$ cat src/rtl/key_debouncer_if.sv
// Key channel bundle: raw pushbuttons in, debounced level and edge strobes out.
// The master drives the raw keys; the slave (the debouncer) drives the outputs.
interface key_debouncer_if #(
   parameter int NKEYS = 4
);
   logic [NKEYS-1:0] KEY_raw;
   logic [NKEYS-1:0] KEY_db;
   logic [NKEYS-1:0] press_pulse;
   logic [NKEYS-1:0] release_pulse;

   modport master (
      output KEY_raw,
      input  KEY_db,
      input  press_pulse,
      input  release_pulse
   );

   modport slave (
      input  KEY_raw,
      output KEY_db,
      output press_pulse,
      output release_pulse
   );
endinterface

$ cat src/rtl/key_debouncer.sv
// Per-key synchroniser plus stable-interval qualifier for active-low pushbuttons.
// Produces a registered clean level and one-cycle press/release strobes.
module key_debouncer #(
   parameter int NKEYS       = 4,
   parameter int DB_CYCLES   = 1000000,
   parameter int SYNC_STAGES = 2
) (
   input  logic            Clock,
   input  logic            Resetn,
   key_debouncer_if.slave  keys
);

   localparam int              CNT_W    = $clog2(DB_CYCLES + 1);
   localparam logic [CNT_W-1:0] CNT_LAST = CNT_W'(DB_CYCLES - 1);
   localparam logic [CNT_W-1:0] CNT_ONE  = CNT_W'(1);

   typedef enum logic [1:0] {
      REL     = 2'd0,
      WAIT_P  = 2'd1,
      PRESSED = 2'd2,
      WAIT_R  = 2'd3
   } state_t;

   genvar i;
   generate
      for (i = 0; i < NKEYS; i++) begin : g_chan
         logic [SYNC_STAGES-1:0] sync_q;
         logic                   s;
         state_t                 state;
         state_t                 state_nxt;
         logic [CNT_W-1:0]       cnt;
         logic [CNT_W-1:0]       cnt_nxt;
         logic                   lvl;
         logic                   db_q;
         logic                   press_q;
         logic                   release_q;

         // Idle level is 1 (released), so the chain resets high to avoid a false press.
         always_ff @(posedge Clock) begin
            if (!Resetn) begin
               sync_q <= '1;
            end else begin
               sync_q <= {sync_q[SYNC_STAGES-2:0], keys.KEY_raw[i]};
            end
         end

         assign s = sync_q[SYNC_STAGES-1];

         always_ff @(posedge Clock) begin
            if (!Resetn) begin
               state <= REL;
               cnt   <= '0;
            end else begin
               state <= state_nxt;
               cnt   <= cnt_nxt;
            end
         end

         // Any sample at the old level during a WAIT state throws away the qualification run.
         always_comb begin
            state_nxt = state;
            cnt_nxt   = cnt;
            case (state)
               REL: begin
                  if (!s) begin
                     state_nxt = WAIT_P;
                     cnt_nxt   = '0;
                  end
               end
               WAIT_P: begin
                  if (s) begin
                     state_nxt = REL;
                     cnt_nxt   = '0;
                  end else if (cnt == CNT_LAST) begin
                     state_nxt = PRESSED;
                     cnt_nxt   = '0;
                  end else begin
                     cnt_nxt = cnt + CNT_ONE;
                  end
               end
               PRESSED: begin
                  if (s) begin
                     state_nxt = WAIT_R;
                     cnt_nxt   = '0;
                  end
               end
               WAIT_R: begin
                  if (!s) begin
                     state_nxt = PRESSED;
                     cnt_nxt   = '0;
                  end else if (cnt == CNT_LAST) begin
                     state_nxt = REL;
                     cnt_nxt   = '0;
                  end else begin
                     cnt_nxt = cnt + CNT_ONE;
                  end
               end
               default: begin
                  state_nxt = REL;
                  cnt_nxt   = '0;
               end
            endcase
         end

         always_comb begin
            lvl = 1'b1;
            case (state)
               REL, WAIT_P:     lvl = 1'b1;
               PRESSED, WAIT_R: lvl = 1'b0;
               default:         lvl = 1'b1;
            endcase
         end

         // Strobes come from the same register stage as the level, so they line up exactly.
         always_ff @(posedge Clock) begin
            if (!Resetn) begin
               db_q      <= 1'b1;
               press_q   <= 1'b0;
               release_q <= 1'b0;
            end else begin
               db_q      <= lvl;
               press_q   <= db_q & ~lvl;
               release_q <= ~db_q & lvl;
            end
         end

         assign keys.KEY_db[i]        = db_q;
         assign keys.press_pulse[i]   = press_q;
         assign keys.release_pulse[i] = release_q;
      end
   endgenerate

endmodule

$ cat src/flat_wrapper.sv
// flat-port wrapper written by rule: the top's interface ports become plain ports
module key_debouncer_flat 
#(
   parameter int NKEYS       = 4,
   parameter int DB_CYCLES   = 1000000,
   parameter int SYNC_STAGES = 2
)
  (Clock, Resetn, keys_KEY_raw, keys_KEY_db, keys_press_pulse, keys_release_pulse);
  key_debouncer_if #(.NKEYS(NKEYS)) keys_i ();
  input  logic Clock;
  input  logic Resetn;
  input wire logic [$bits(keys_i.KEY_raw)-1:0] keys_KEY_raw;
  output wire logic [$bits(keys_i.KEY_db)-1:0] keys_KEY_db;
  output wire logic [$bits(keys_i.press_pulse)-1:0] keys_press_pulse;
  output wire logic [$bits(keys_i.release_pulse)-1:0] keys_release_pulse;
  assign keys_i.KEY_raw = keys_KEY_raw;
  assign keys_KEY_db = keys_i.KEY_db;
  assign keys_press_pulse = keys_i.press_pulse;
  assign keys_release_pulse = keys_i.release_pulse;
  key_debouncer #(.NKEYS(NKEYS), .DB_CYCLES(DB_CYCLES), .SYNC_STAGES(SYNC_STAGES)) u_core (.Clock(Clock), .Resetn(Resetn), .keys(keys_i));
endmodule
$ cat config.mk
export PLATFORM = sky130hd
export DESIGN_NAME = key_debouncer_flat
export DESIGN_NICKNAME = d
export VERILOG_FILES = /design/src/rtl/key_debouncer_if.sv /design/src/rtl/key_debouncer.sv /design/src/flat_wrapper.sv
export SDC_FILE = /design/constraint.sdc
export NUM_CORES = 1
export LEC_CHECK = 0
export BUFFER_PORTS_ARGS = -buffer_cell sky130_fd_sc_hd__buf_2
export CAP_MARGIN = 20
export CORE_AREA = 2 2 100 102
export CTS_CLUSTER_SIZE = 12
export DETAILED_ROUTE_END_ITERATION = 6
export DIE_AREA = 0 0 102 104
export GPL_ROUTABILITY_DRIVEN = 1
export MAX_ROUTING_LAYER = met4
export PLACE_DENSITY = 0.74
export SYNTH_ARGS = -nofsm -noshare
export SYNTH_HDL_FRONTEND = slang
export SYNTH_SLANG_ARGS = --single-unit
$ cat constraint.sdc
create_clock -name Clock -period 2.7 [get_ports Clock]
set_input_delay 0.81 -clock Clock [delete_from_list [all_inputs] [get_ports Clock]]
set_output_delay 0.81 -clock Clock [all_outputs]
set_load 0.01 [all_outputs]
==> summary.md, run 1 <==
| Metric | Value |
|---|---|
| Final Hold Fails | 0 |
| Reg-to-Reg End | u_core.g_chan[2].cnt[7] |
| Final Total Pwr | 0.002910 W |
| Leakage power | 1.907 nW |
| Highest-count cells in the layout ignoring fill and taps | 108 x dfxtp_1, 76 x nand2_1, 47 x a21oi_1 |
| Largest net degree at the start of global routing | 36 |
| WL/cell | 13.88 um |
| Minimum clock period | 2.168 ns |
| WP data arrival | 2.44 ns |
| RSZ-0062 raised after global routing | no |
| Antenna-violating nets left | 0 |
| Clock Latency Late Sink | 0.37 ns |
| Sw Share | 25.08% |
| Clk Tree Root Cell | clkbuf_8 |
| CTS resizes | 0 |
| Final setup vio count | 0 |
| Synth Register Bits | 108 |
| Design area | 5509 um2 |
| Syn_nets | 626 |
| Clock power frac | 35.7% |
| End of the worst hold path | u_core.g_chan[2].sync_q[1] |
| Multi-input gate area | 2720 um2 |
| Layout Area Growth over Synthesis | 6.869% |
| Vias in the first global route | 3973 |
| Post-synthesis sequential area ratio | 41.94% |
| Syn. warnings | 0 |
| RR Startpoint | u_core.g_chan[2].cnt[0] |
| Critical path class | flip-flop to flip-flop |
| Total GRT Usage | 20.83% |
| Gpl congestion | 0.8520 |
| Commonest non-fill, non-tap cell in the layout | dfxtp_1 |
| Deepest clock path buffer count | 2 |
| Status | complete, no violations |
| First-pass GRT wire length | 17900 um |
| Reg area | 2162 um2 |
| Comb pwr share | 7.7% |
| Synthesized area per cell | 8.368 um2 |
| Top FF cell, synth | dfxtp_1 |
| Synth cell types | 58 |
| CTS clk-pin slew, worst paths | 0.10 ns |
| Die height | 104 um |
| HP Start | u_core.g_chan[2].sync_q[0] |
| Cts hold-fix bufs | 0 |
| Layout cells sized above 1 | 9.791% |
| TNS Setup | 0 ns |
| Seq pwr share | 56.6% |
| Dpl cell area | 5296 um2 |
| Routed via count | 4451 |
| Non-filler cells, final | 757 |
| Critical Path RT | 2.97 ns |
| Placed instance count | 740 |
| Worst relative slew slack | 51.03% |
| Max Clock Skew | 0.007098 ns |
| Total grt overflow | 0 |
| Crit share post-route | 80.29% |
| Drt pass-1 iters | 6 |
| Maxcap violations | 0 |
| TritonCTS Buffers | 9 |
| CTS sink count | 108 |
| Max frequency | 461.3 MHz |
| Filler Cell Count | 877 |
| Worst Hold Class | flip-flop to flip-flop |
| Async set or reset register ratio after synthesis | 0% |
| Worst Setup End Kind | flip-flop |
| Core area | 9549 um2 |
| Htree depth | 3 |
| Hold depth | 1 |
| Setup bufs post-CTS | 0 |
| Cell Area, Synth | 5155 um2 |
| Post-synth EDFFs | 0 |
| Peak supply drop | 0.0002608 V |
| Fin nets | 628 |
| Internal reg-to-reg setup slack | 0.53 ns |
| Drc violations | 0 |
| Post-Route WL | 10510 um |
| CP max FO | 11 |
| Initial antenna violation count | 1 |
| Power density cells | 528.3 nW/um2 |
| CP startpoint kind | flip-flop |
| Slew @ Worst Pin | 0.7314 ns |
| CTS tree | yes |
| Cell count after synthesis | 616 |
| Vias/cell | 5.880 |
| Number of DRC markers in iteration 0 | 170 |
| Starting Density | 53.98% |
| I/O Buffers | 17 |
| Worst r2r path cells | 7 |
| Int Power | 0.002180 W |
| Max Slew Vio Count | 0 |
| Rows | 36 |
| Number of primary I/O pins | 18 |
| Die Area | 10610 um2 |
| DPL Wire Length | 7143 um |
| Die W | 102 um |
| Net Sw Power | 0.0007299 W |
per-stage QoR:
step	hold slack, ns	utilization [%]	setup slack, ns
floorplan	0.3863	-	0.5829
global placement	0.3895	55.46	0.5996
detailed placement	0.3968	55.46	0.5563
CTS	0.4220	57.67	0.5359
global route	0.4357	57.69	0.4249
finish	0.4167	57.69	0.5321
worst max-delay path: stages, from the launching register on:
cell	delay [ns]
dfxtp_1	0.42
ha_1	0.24
nand3_1	0.19
nor4bb_1	0.50
a211oi_2	0.14
buf_4	0.20
a21o_1	0.16
a22o_1	0.21
cells by family (layout without fill, tap and decap cells):
group | Yosys count | count (layout) | synth area share (%)
mux | 8 | 8 | 1.553
xor+xnor | 17 | 17 | 2.888
other cells | 0 | 1 | 0
simple gates | 274 | 274 | 28.79
buf+inv | 53 | 60 | 5.291
compound gates | 152 | 152 | 18.57
fa+ha+maj | 4 | 4 | 0.9709
flops | 108 | 108 | 41.94
worst max-delay path by stage:
stage	from	endpoint	depth (start not counted)
floorplan	Resetn	u_core.g_chan[2].cnt[14]	6
global placement	u_core.g_chan[2].cnt[0]	u_core.g_chan[2].cnt[7]	7
detailed placement	Resetn	u_core.g_chan[2].cnt[9]	7
CTS	u_core.g_chan[2].cnt[0]	u_core.g_chan[2].cnt[7]	7
global route	u_core.g_chan[2].cnt[0]	u_core.g_chan[2].cnt[7]	7
finish	u_core.g_chan[2].cnt[0]	u_core.g_chan[2].cnt[7]	7
layout make-up:
type,count,share of cell area [%]
Multi-Input combinational cell,455,49.38
Sequential cell,108,39.25
Timing Repair Buffer,30,3.543
Tap cell,133,3.021
Clock buffer,11,2.748
Clock inverter,5,1.067
Inverter,14,0.9539
Antenna cell,1,0.04542
routing by layer:
layer / vias up / part of all wire (%) / track usage, %
li1: 2264 / - / -
met1: 2095 / 48 / 27.68
met2: 82 / 47 / 32.00
met3: 10 / 3.7 / 4.032
met4: 0 / 1.2 / 6.571
met5: - / 0 / -
synth_stat cells, types with 4 or more instances:
cell,count,share of area [%]
a31oi_1,35,4.2
nand3b_1,4,0.58
buf_2,4,0.39
ha_1,4,0.97
mux2i_1,8,1.6
nand2_1,76,5.5
nor4bb_1,5,0.97
and3_1,18,2.2
nor3_1,15,1.5
xor2_1,7,1.2
a22o_1,10,1.7
a21oi_1,47,4.6
clkbuf_1,17,1.2
inv_1,13,0.95
nand2b_1,15,1.8
o21ai_0,24,2.3
xnor2_1,10,1.7
or3_1,8,0.97
a41oi_1,5,0.85
nor2_1,35,2.5
and4_1,11,1.9
nand4_1,20,2.4
dfxtp_1,108,42
buf_4,12,1.7
a21o_1,8,1.2
nand3_1,40,3.9
flip-flops by register name (all words and copies together), names as in the netlist, named ones only:
signal,cells
u_core.g_chan.press_q,4
u_core.g_chan.cnt,80
u_core.g_chan.sync_q,8
u_core.g_chan.state,4
u_core.g_chan.db_q,4
u_core.g_chan.release_q,4
power groups by stage:
stage                     sequential [W]  combinational [W]  clock, W
after floorplan                  0.00167           0.000168         0
after detailed placement         0.00168           0.000223         0
after global routing             0.00165           0.000251   0.00112
final                            0.00165           0.000224   0.00104
after global placement           0.00168           0.000216         0
after CTS                        0.00165           0.000224   0.00106
(Power assumes the default switching activity.)
==> run 2: changes to the inputs <==
Settings changed: ABC_AREA set to 1, CORE_AREA 2 2 100 102 to 2 2 107 109, DIE_AREA 0 0 102 104 to 0 0 109 111, PLACE_DENSITY 0.74 to 0.77.
Clock period 2.7 ns to 1.75 ns, I/O delays scaled along.
==> run 2 against run 1 <==
Sequential power is 55% higher. Via count up 24%. Core utilization rose by 1.8 points. Die area grew 14%. Cell count is 43% higher. Total power is 73% higher. Sequential share of layout area shrank 6.3 points. Worst hold slack worse by 0.061 ns. Critical path depth grew 2. Critical path type unchanged. Largest cell class unchanged.
==> summary.md, run 2 <==
| Metric | Value |
|---|---|
| Drc violations | 0 (unchanged) |
| Clock Latency Late Sink | 0.36 ns (about the same) |
| Post-synthesis mux area share | 0% (-1.6 points) |
| CTS clk-pin slew, worst paths | 0.07 ns (-0.03 ns) |
| Largest registers | u_core.g_chan.cnt (80), u_core.g_chan.sync_q (8) |
| Final setup vio count | 0 (unchanged) |
| Dpl cell area | 6166 um2 (+16%) |
| CP startpoint kind | flip-flop |
| DPL Wire Length | 8799 um (+23%) |
| Crit share post-route | 92.54% (+12 points) |
| WL/cell | 11.92 um (-14%) |
| Vias/cell | 5.083 (-14%) |
| Largest net degree at the start of global routing | 48 (+33%) |
| Syn. warnings | 0 (unchanged) |
| Worst r2r path cells | 9 (+2) |
| Main combinational cell family by area after synthesis | simple AND/OR/NAND/NOR gates |
| Commonest non-fill, non-tap cell in the layout | nand2_1 |
| Highest-count cells in the layout ignoring fill and taps | 278 x nand2_1, 103 x dfxtp_1, 101 x nor2_1 |
| Cell Area, Synth | 5939 um2 (+15%) |
| CP max FO | 4 (-7) |
| Top FF cell, synth | dfxtp_1 |
| Rows | 39 (+8.3%) |
| Post-Route WL | 12930 um (+23%) |
| Filler Cell Count | 1016 (+16%) |
| RSZ-0062 raised after global routing | no |
| Die W | 109 um (+6.9%) |
| First-pass GRT wire length | 21760 um (+22%) |
| Leakage power | 2.433 nW (+28%) |
| Post-Synth Adder-Cell Area | 0.8426% (-0.13 points) |
| Htree depth | 3 (unchanged) |
| Design area | 6588 um2 (+20%) |
| HP Start | keys_KEY_raw[1] |
| RR Startpoint | u_core.g_chan[3].cnt[0] |
| Total grt overflow | 0 (unchanged) |
| Routed via count | 5515 (+24%) |
| Critical Path RT | 2.00 ns (-0.97 ns) |
| CTS sink count | 108 (unchanged) |
| Critical path class | flip-flop to flip-flop |
| Fin nets | 947 (+51%) |
| Synth top area cells | dfxtp_1 36%, nand2_1 18%, nor2_1 6.5% |
| Max Slew Vio Count | 0 (unchanged) |
| I/O Buffers | 17 (unchanged) |
| Synthesized area per cell | 6.513 um2 (-22%) |
| Final worst setup slack | 0.1305 ns (-0.4016 ns) |
| Drt pass-1 iters | 7 (+1) |
| Async set or reset register ratio after synthesis | 0% (unchanged) |
| Slew @ Worst Pin | 0.5336 ns (-0.1978 ns) |
| Maxcap violations | 0 (unchanged) |
| Post-synth EDFFs | 0 (unchanged) |
| Worst Hold Class | input port to flip-flop |
| Vias in the first global route | 4690 (+18%) |
| Final Hold Fails | 0 (unchanged) |
| WP data arrival | 1.87 ns (-0.57 ns) |
| Number of primary I/O pins | 18 (unchanged) |
| Max frequency | 617.5 MHz (+34%) |
| Ant diodes | 0 (-1) |
| Number of DRC markers in iteration 0 | 372 (+120%) |
| Hold slack final | 0.3555 ns (-0.06124 ns) |
| Status | complete, no violations |
| Synth cell types | 41 (-29%) |
| Hold depth | 2 (+1) |
| Minimum clock period | 1.620 ns (-0.5484 ns) |
| Compound-Gate Fraction of Synth Area | 12.03% (-6.5 points) |
| Clk Tree Root Cell | clkbuf_16 |
| Post-synthesis sequential area ratio | 36.40% (-5.5 points) |
| Total GRT Usage | 22.60% (+1.8 points) |
| Core area | 11080 um2 (+16%) |
| Syn_nets | 922 (+47%) |
| Power density cells | 765.2 nW/um2 (+45%) |
| TritonCTS Buffers | 9 (unchanged) |
| Share of the synthesized area in the top cell type | 36.40% (-5.5 points) |
| End of the worst hold path | u_core.g_chan[1].sync_q[0] |
| Cell count after synthesis | 912 (+48%) |
| Top reg by flops | u_core.g_chan.cnt |
| Max reg flops | 80 (unchanged) |
| Worst Setup End Kind | flip-flop |
| Internal reg-to-reg setup slack | 0.13 ns (-0.40 ns) |
| Dpl ws | -0.1583 ns (-0.7145 ns) |
| Final Util | 59.47% (+1.8 points) |
| Deepest clock path buffer count | 2 (unchanged) |
| Die height | 111 um (+6.7%) |
| Most common cell in the netlist | nand2_1 |
| Antenna-violating nets left | 0 (unchanged) |
| Die Area | 12100 um2 (+14%) |
| CTS tree | yes |
| Layout Area Growth over Synthesis | 10.91% |
| Synth Register Bits | 108 (unchanged) |
| Worst relative slew slack | 64.43% (+13 points) |
| Synth cell count leaders | 282 x nand2_1, 108 x dfxtp_1, 103 x nor2_1, 89 x inv_1, 66 x a21oi_1 |
| Starting Density | 53.62% (-0.36 points) |
| Gpl congestion | 0.8857 (+4.0%) |
| Area leader, netlist | dfxtp_1 |
| Layout cells sized above 1 | 14.54% (+4.8 points) |
| Post-synthesis xor/xnor area fraction | 1.475% (-1.4 points) |
| Max Clock Skew | 0.008700 ns (+0.001602 ns) |
| Initial antenna violation count | 0 (-1) |
| Peak supply drop | 0.0006574 V (+150%) |
| Reg-to-Reg End | u_core.g_chan[3].state[0] |
| Post-Synth Simple-Gate Area | 39.39% (+11 points) |
## run 2: cell count changes after synthesis, sizes merged, moves of 19 or more
cell and delta:
a31oi -35, nor2 +80, nand3 +26, nand2 +212, and3 -19, a21oi +24
o21ai +23, inv +83
## run 2: power by group
part	internal, W	switching [W]
clock network	0.00105	0.000938
registers	0.00251	0.0000518
logic	0.000150	0.000344
## run 2: metal layers
layer  track usage [%]  share of wire [%]  vias up
met1             31.29                 50     2423
met5                 -                  0        -
met2             33.62                 45      114
met3             5.115                4.6       15
met4             5.128                1.4        0
li1                  -                  -     2963
## run 2: logic make-up after synthesis
logic type / count (synthesis)
simple gates: 527
buf+inv: 132
compound gates: 131
flops: 108
xor+xnor: 10
fa+ha+maj: 4
## run 2: cell type report
| type | instances | area, um2 | area share [%] |
|---|---|---|---|
| well taps | 143 | 178.9 | 2.716 |
| clock buffers | 11 | 252.7 | 3.837 |
| multi-input cells | 673 | 3274 | 49.71 |
| inverters | 98 | 367.9 | 5.584 |
| clock inverters | 5 | 35.03 | 0.5318 |
| flip-flops and latches | 108 | 2168 | 32.92 |
| repair buffers | 47 | 310.3 | 4.710 |
## run 2: repair_timing
item / 4_1_cts / 5_1_grt
pin swaps: 0 / 7
cloned: 0 / 1
hold buffers: 0 / 0
setup endpoints to repair: 16 / 59
hold endpoints to repair: 0 / 0
setup buffers: 0 / 6
resized for setup: 3 / 19
## run 2: worst max-delay path, cell delays in order (launching register included)
cell	delay (ns)
dfxtp_2	0.35
ha_1	0.19
nand2_1	0.09
nor2_2	0.12
nand2_2	0.10
nor2_4	0.16
nand2_1	0.12
a21oi_2	0.23
buf_4	0.14
nor3_2	0.03
## run 2: stage by stage
stage,total power [W],setup TNS [ns],instances
finish,0.005041,0,1085
global route,0.005253,0,1085
CTS,0.005100,0,1078
detailed placement,0.003099,-1.169,1062
global placement,0.003097,-0.7627,1062
floorplan,0.002974,0,912
## run 2: worst max path at each step
stage | start | end | cells after the start
6_report | u_core.g_chan[3].cnt[0] | u_core.g_chan[3].state[0] | 9
5_1_grt | u_core.g_chan[2].cnt[1] | flip-flop | 10
4_1_cts | u_core.g_chan[1].cnt[0] | u_core.g_chan[1].cnt[10] | 8
3_5_place_dp | u_core.g_chan[3].cnt[0] | u_core.g_chan[3].cnt[13] | 8
3_3_place_gp | u_core.g_chan[3].cnt[0] | u_core.g_chan[3].cnt[6] | 8
2_1_floorplan | u_core.g_chan[1].cnt[0] | u_core.g_chan[1].cnt[0] | 8
